`src/rtl/ecc_scrubber.sv`:
```
// ecc_scrubber: background scrubber for a SECDED memory. Reads every word through the
// decoder, writes back corrected single-bit errors and logs double-bit errors.
module ecc_scrubber #(
    parameter int unsigned K          = 8,
    parameter int unsigned ADDR_W     = 8,
    parameter int unsigned DEPTH      = 256,
    parameter int unsigned INTERVAL_W = 16
) (
    input  logic                  i_clk,
    input  logic                  i_rst_n,
    input  logic                  i_en,
    input  logic [INTERVAL_W-1:0] i_interval,
    output logic                  o_mem_req,
    output logic                  o_mem_we,
    output logic [ADDR_W-1:0]     o_mem_addr,
    output logic [K-1:0]          o_mem_wdata,
    input  logic                  i_mem_gnt,
    input  logic                  i_mem_rvalid,
    input  logic [K-1:0]          i_dec_data,
    input  logic                  i_dec_1bit_err,
    input  logic                  i_dec_2bit_err,
    input  logic                  i_db_clr,
    output logic [15:0]           o_sb_count,
    output logic [15:0]           o_db_count,
    output logic [ADDR_W-1:0]     o_db_addr,
    output logic                  o_db_valid,
    output logic                  o_busy,
    output logic                  o_pass_done
);

    localparam int unsigned       CNT_W     = 16;
    localparam logic [ADDR_W-1:0] LAST_ADDR = ADDR_W'(DEPTH - 1);
    localparam logic [CNT_W-1:0]  CNT_MAX   = '1;

    typedef enum logic [2:0] {
        IDLE    = 3'd0,
        WAIT    = 3'd1,
        RD_REQ  = 3'd2,
        RD_WAIT = 3'd3,
        CHECK   = 3'd4,
        WR_REQ  = 3'd5
    } state_t;

    state_t                state;
    logic [INTERVAL_W-1:0] wait_cnt;
    logic                  sb_flag;
    logic                  db_flag;
    logic                  at_last;
    logic [ADDR_W-1:0]     addr_next;

    // o_mem_addr doubles as the scrub pointer; it only moves while no request is open
    assign at_last   = (o_mem_addr == LAST_ADDR);
    assign addr_next = at_last ? '0 : o_mem_addr + ADDR_W'(1);

    always_ff @(posedge i_clk or negedge i_rst_n) begin
        if (!i_rst_n) begin
            state       <= IDLE;
            wait_cnt    <= '0;
            sb_flag     <= 1'b0;
            db_flag     <= 1'b0;
            o_mem_req   <= 1'b0;
            o_mem_we    <= 1'b0;
            o_mem_addr  <= '0;
            o_mem_wdata <= '0;
            o_sb_count  <= '0;
            o_db_count  <= '0;
            o_db_addr   <= '0;
            o_db_valid  <= 1'b0;
            o_busy      <= 1'b0;
            o_pass_done <= 1'b0;
        end else begin
            o_pass_done <= 1'b0;
            // a capture in CHECK below overrides a same-cycle clear
            if (i_db_clr) begin
                o_db_valid <= 1'b0;
            end
            case (state)
                IDLE: begin
                    if (i_en) begin
                        state    <= WAIT;
                        wait_cnt <= i_interval;
                        o_busy   <= 1'b1;
                    end
                end
                WAIT: begin
                    if (!i_en) begin
                        state  <= IDLE;
                        o_busy <= 1'b0;
                    end else if (wait_cnt == '0) begin
                        state     <= RD_REQ;
                        o_mem_req <= 1'b1;
                        o_mem_we  <= 1'b0;
                    end else begin
                        wait_cnt <= wait_cnt - INTERVAL_W'(1);
                    end
                end
                RD_REQ: begin
                    if (i_mem_gnt) begin
                        state     <= RD_WAIT;
                        o_mem_req <= 1'b0;
                    end
                end
                RD_WAIT: begin
                    if (i_mem_rvalid) begin
                        state       <= CHECK;
                        o_mem_wdata <= i_dec_data;
                        sb_flag     <= i_dec_1bit_err & ~i_dec_2bit_err;
                        db_flag     <= i_dec_2bit_err;
                    end
                end
                CHECK: begin
                    if (sb_flag) begin
                        if (o_sb_count != CNT_MAX) begin
                            o_sb_count <= o_sb_count + CNT_W'(1);
                        end
                        state     <= WR_REQ;
                        o_mem_req <= 1'b1;
                        o_mem_we  <= 1'b1;
                    end else begin
                        if (db_flag) begin
                            if (o_db_count != CNT_MAX) begin
                                o_db_count <= o_db_count + CNT_W'(1);
                            end
                            if (!o_db_valid || i_db_clr) begin
                                o_db_addr  <= o_mem_addr;
                                o_db_valid <= 1'b1;
                            end
                        end
                        o_mem_addr  <= addr_next;
                        o_pass_done <= at_last;
                        state       <= i_en ? WAIT : IDLE;
                        wait_cnt    <= i_interval;
                        o_busy      <= i_en;
                    end
                end
                WR_REQ: begin
                    if (i_mem_gnt) begin
                        o_mem_req   <= 1'b0;
                        o_mem_addr  <= addr_next;
                        o_pass_done <= at_last;
                        state       <= i_en ? WAIT : IDLE;
                        wait_cnt    <= i_interval;
                        o_busy      <= i_en;
                    end
                end
                default: begin
                    state     <= IDLE;
                    o_mem_req <= 1'b0;
                    o_busy    <= 1'b0;
                end
            endcase
        end
    end

endmodule

```
`config.mk`:
```
export PLATFORM = sky130hd
export DESIGN_NAME = ecc_scrubber
export DESIGN_NICKNAME = d
export VERILOG_FILES = /design/src/rtl/ecc_scrubber.sv
export SDC_FILE = /design/constraint.sdc
export NUM_CORES = 1
export LEC_CHECK = 0
export BUFFER_PORTS_ARGS = -buffer_cell sky130_fd_sc_hd__buf_2
export CAP_MARGIN = 15
export CORE_MARGIN = 2
export CORE_UTILIZATION = 40
export CTS_CLUSTER_DIAMETER = 50
export CTS_CLUSTER_SIZE = 14
export DETAILED_ROUTE_END_ITERATION = 8
export PLACE_DENSITY_LB_ADDON = 0.3
export RECOVER_POWER = 100
export SYNTH_ARGS = -nofsm -noshare
export SYNTH_HDL_FRONTEND = slang
export SYNTH_SLANG_ARGS = --single-unit
```
`constraint.sdc`:
```
create_clock -name i_clk -period 5.8 [get_ports i_clk]
set_input_delay 0.29 -clock i_clk [delete_from_list [all_inputs] [get_ports i_clk]]
set_output_delay 0.29 -clock i_clk [all_outputs]
set_load 0.01 [all_outputs]
```
==> results.cfg <==
[grt]
grt_pass1_vias = 3392
grt_remaining_overflow = 0
globalRouteTotalUtil_pct = 17.3
grt_pass1_wl_um = 16200
grt_max_degree = 81
antenna_found_initial = 0

[detailed_routing]
drc = 0
wl_per_cell_um = 15.2
first_pass_iters = 4
dr_total_vias = 3595
drt-initial-drc-count = 126
detail-route-antenna-nets = 0
wl_um = 9720
via_per_inst = 5.63

[timing]
skew_ns = 0.0145
hold_ws_ns = 0.171
max_slew_margin_pct = -32.6
timing.final.ws_setup_ns = 2.04
drv_slew = 96
tightest_slew_ns = 1.99
grt_setup_unrepaired = false
tns_ns = 0
min_period_ns = 3.76
min_period_over_period_pct = 64.9
finalSetupViolCount = 0
fmax_ghz = 0.266
final_hold_viol_count = 0

[setup_path]
worstPathMaxFanout = 14
cp-end-kind = flop
cp_cell_sequence = inv_1, ha_1, or3b_1, or4_1, o21ai_0, o22ai_1
cp_slowest_cell = o21ai_0
worstPathRequired_ns = 5.94
arrival_ns = 3.91
crit_path_start_kind = flop
critical_path.max_stage_delay_ns = 1.38
critPathKind = flop to flop

[cells_and_area]
final_area_mm2 = 0.00490
stdcell_count = 638
num-fill-cells = 1039
diodes = 0
final_util_pct = 47.1
multi_input_area_mm2 = 0.00209
fin_nets = 534
area_growth_pct = 13.7
seq_area_mm2 = 0.00205
layout-drive-gt1-share_pct = 14.3

[hold_path]
hold_class = input pin to flop

[synth]
synthDistinctLibCells = 55
synth_common_cells = dfrtp_1, nand2_1, xnor2_1
netlist_instances = 417
netlist_area_mm2 = 0.00431
synth_edf_count = 0
synth.most_common_cell = dfrtp_1
synth_fp_nets = 453
ys_top_cells_by_area = dfrtp_1, mux2_2, xnor2_1
synth_top_area_cell = dfrtp_1
yosysWarnings = 0
synthArstFlopShare_pct = 100
yosysSeqAreaShare_pct = 47.6
syn_avg_cell_area_um2 = 10.3
synth_top_cell_area_share_pct = 47.6
ys_seq_elements = 82
ys_dominant_reg_cell = dfrtp_1

[job]
maxCapViolCount = 2

[clock_tree]
cts_resized = 0
cts_htree_levels = 3
clock-sinks = 82
cts.clk_slew.worst_paths_ns = 0.08
cts_setup_buffers = 0
clock_tree.buffer_depth = 2
cts_made_buffers = 9
cts_root_buf = clkbuf_8
cts_tree = built
insertion_delay_ns = 0.35

[placement]
io_buffers = 92
dp.cells = 622
dpl_cell_area_mm2 = 0.00484
gp_congestion = 0.838
pre_cts_ws_ns = 3.10
hpwl_um = 6720

[floorplan]
die_x_um = 108
core-area_mm2 = 0.0104
die_h_um = 108
rows = 37
dieArea_mm2 = 0.0116
design.portCount = 93
start_util_pct = 41.4

[power_and_ir_drop]
powerDensity_mw_per_mm2 = 249
total_power_mw = 1.22
ir_worst_vdd_mv = 0.0983
power_leakage_nw = 2.15

[run_status]
violations = capacitance limit, slew limit
status = finished with violations
==> logic make-up (layout without fill, tap and decap cells) <==
| family | after synthesis | after routing | synth area share [%] |
|---|---|---|---|
| adders and majority gates | 4 | 4 | 1.16 |
| and+or+nand+nor | 148 | 148 | 19.9 |
| AOI/OAI and AO/OA | 96 | 96 | 15.5 |
| muxes | 23 | 23 | 6.00 |
| buffers and inverters | 31 | 116 | 3.25 |
| xor gates and xnor gates | 33 | 33 | 6.70 |
| DFF | 82 | 82 | 47.6 |
==> worst max-delay path: cells and delay by family, from the launching register on <==
kind                       cells  cell delay [ns]
DFF                            1             0.42
adders and majority gates      1             0.17
and+or+nand+nor                2             1.24
buffers and inverters          1             0.08
AOI/OAI and AO/OA              2             1.66
==> state kept, by name (all words and copies together) (netlist names), 3 cells and up <==
signal,flops
o_db_count,16
o_sb_count,16
wait_cnt,16
o_db_addr,8
o_mem_addr,8
o_mem_wdata,8
state,3
==> per-layer routing <==
metal | GRT usage (%) | up-vias | part of all wire (%)
met2 | 27.9 | 104 | 48
li1 | - | 1735 | -
met3 | 3.27 | 20 | 4.3
met4 | 6.14 | 0 | 1.6
met1 | 23.4 | 1736 | 46
met5 | 0 | - | 0
==> final timing paths <==
path / endpoint / slack [ns] / from / cells past startpoint
hold / removal: o_mem_wdata[3] / 0.17 / i_dec_data[3] / 2
setup / recovery: wait_cnt[14] / 2.04 / wait_cnt[0] / 6
max in group asynchronous: wait_cnt[0] / 3.37 / i_rst_n / 3
min in group asynchronous: o_db_addr[5] / 0.27 / i_rst_n / 2
hold reg to reg: o_db_count[11] / 0.50 / o_db_count[11] / 1
setup reg to reg: wait_cnt[14] / 2.04 / wait_cnt[0] / 6
==> timing repair <==
action                     CTS  global route
hold buffers                 1             0
setup endpoints to repair    0             0
hold endpoints to repair     2             0
==> cell type report <==
| type | count | share of cell area (%) |
|---|---|---|
| Multi-Input combinational cell | 304 | 42.7 |
| Sequential cell | 82 | 41.8 |
| Timing Repair Buffer | 95 | 8.27 |
| Tap cell | 136 | 3.47 |
| Clock buffer | 10 | 2.60 |
| Clock inverter | 5 | 0.663 |
| Inverter | 6 | 0.459 |
==> report_power, final <==
part | leakage, nW | total (mW) | switching, mW | internal, mW
Combinational | 0.949 | 0.201 | 0.117 | 0.0838
Clock | 0.0859 | 0.358 | 0.205 | 0.153
Sequential | 1.11 | 0.664 | 0.0532 | 0.611
==> layout by cell type (no fill, tap or decap), drive strengths merged, types with 15 or more instances in the layout <==
cell type  synthesis  layout
a21oi             18      18
buf                4      31
clkbuf            21      73
dfrtp             82      82
mux2              20      20
nand2             26      26
o211ai            15      15
o21ai             18      18
xnor2             24      24
No activity file was read; power rests on OpenSTA's default activity.
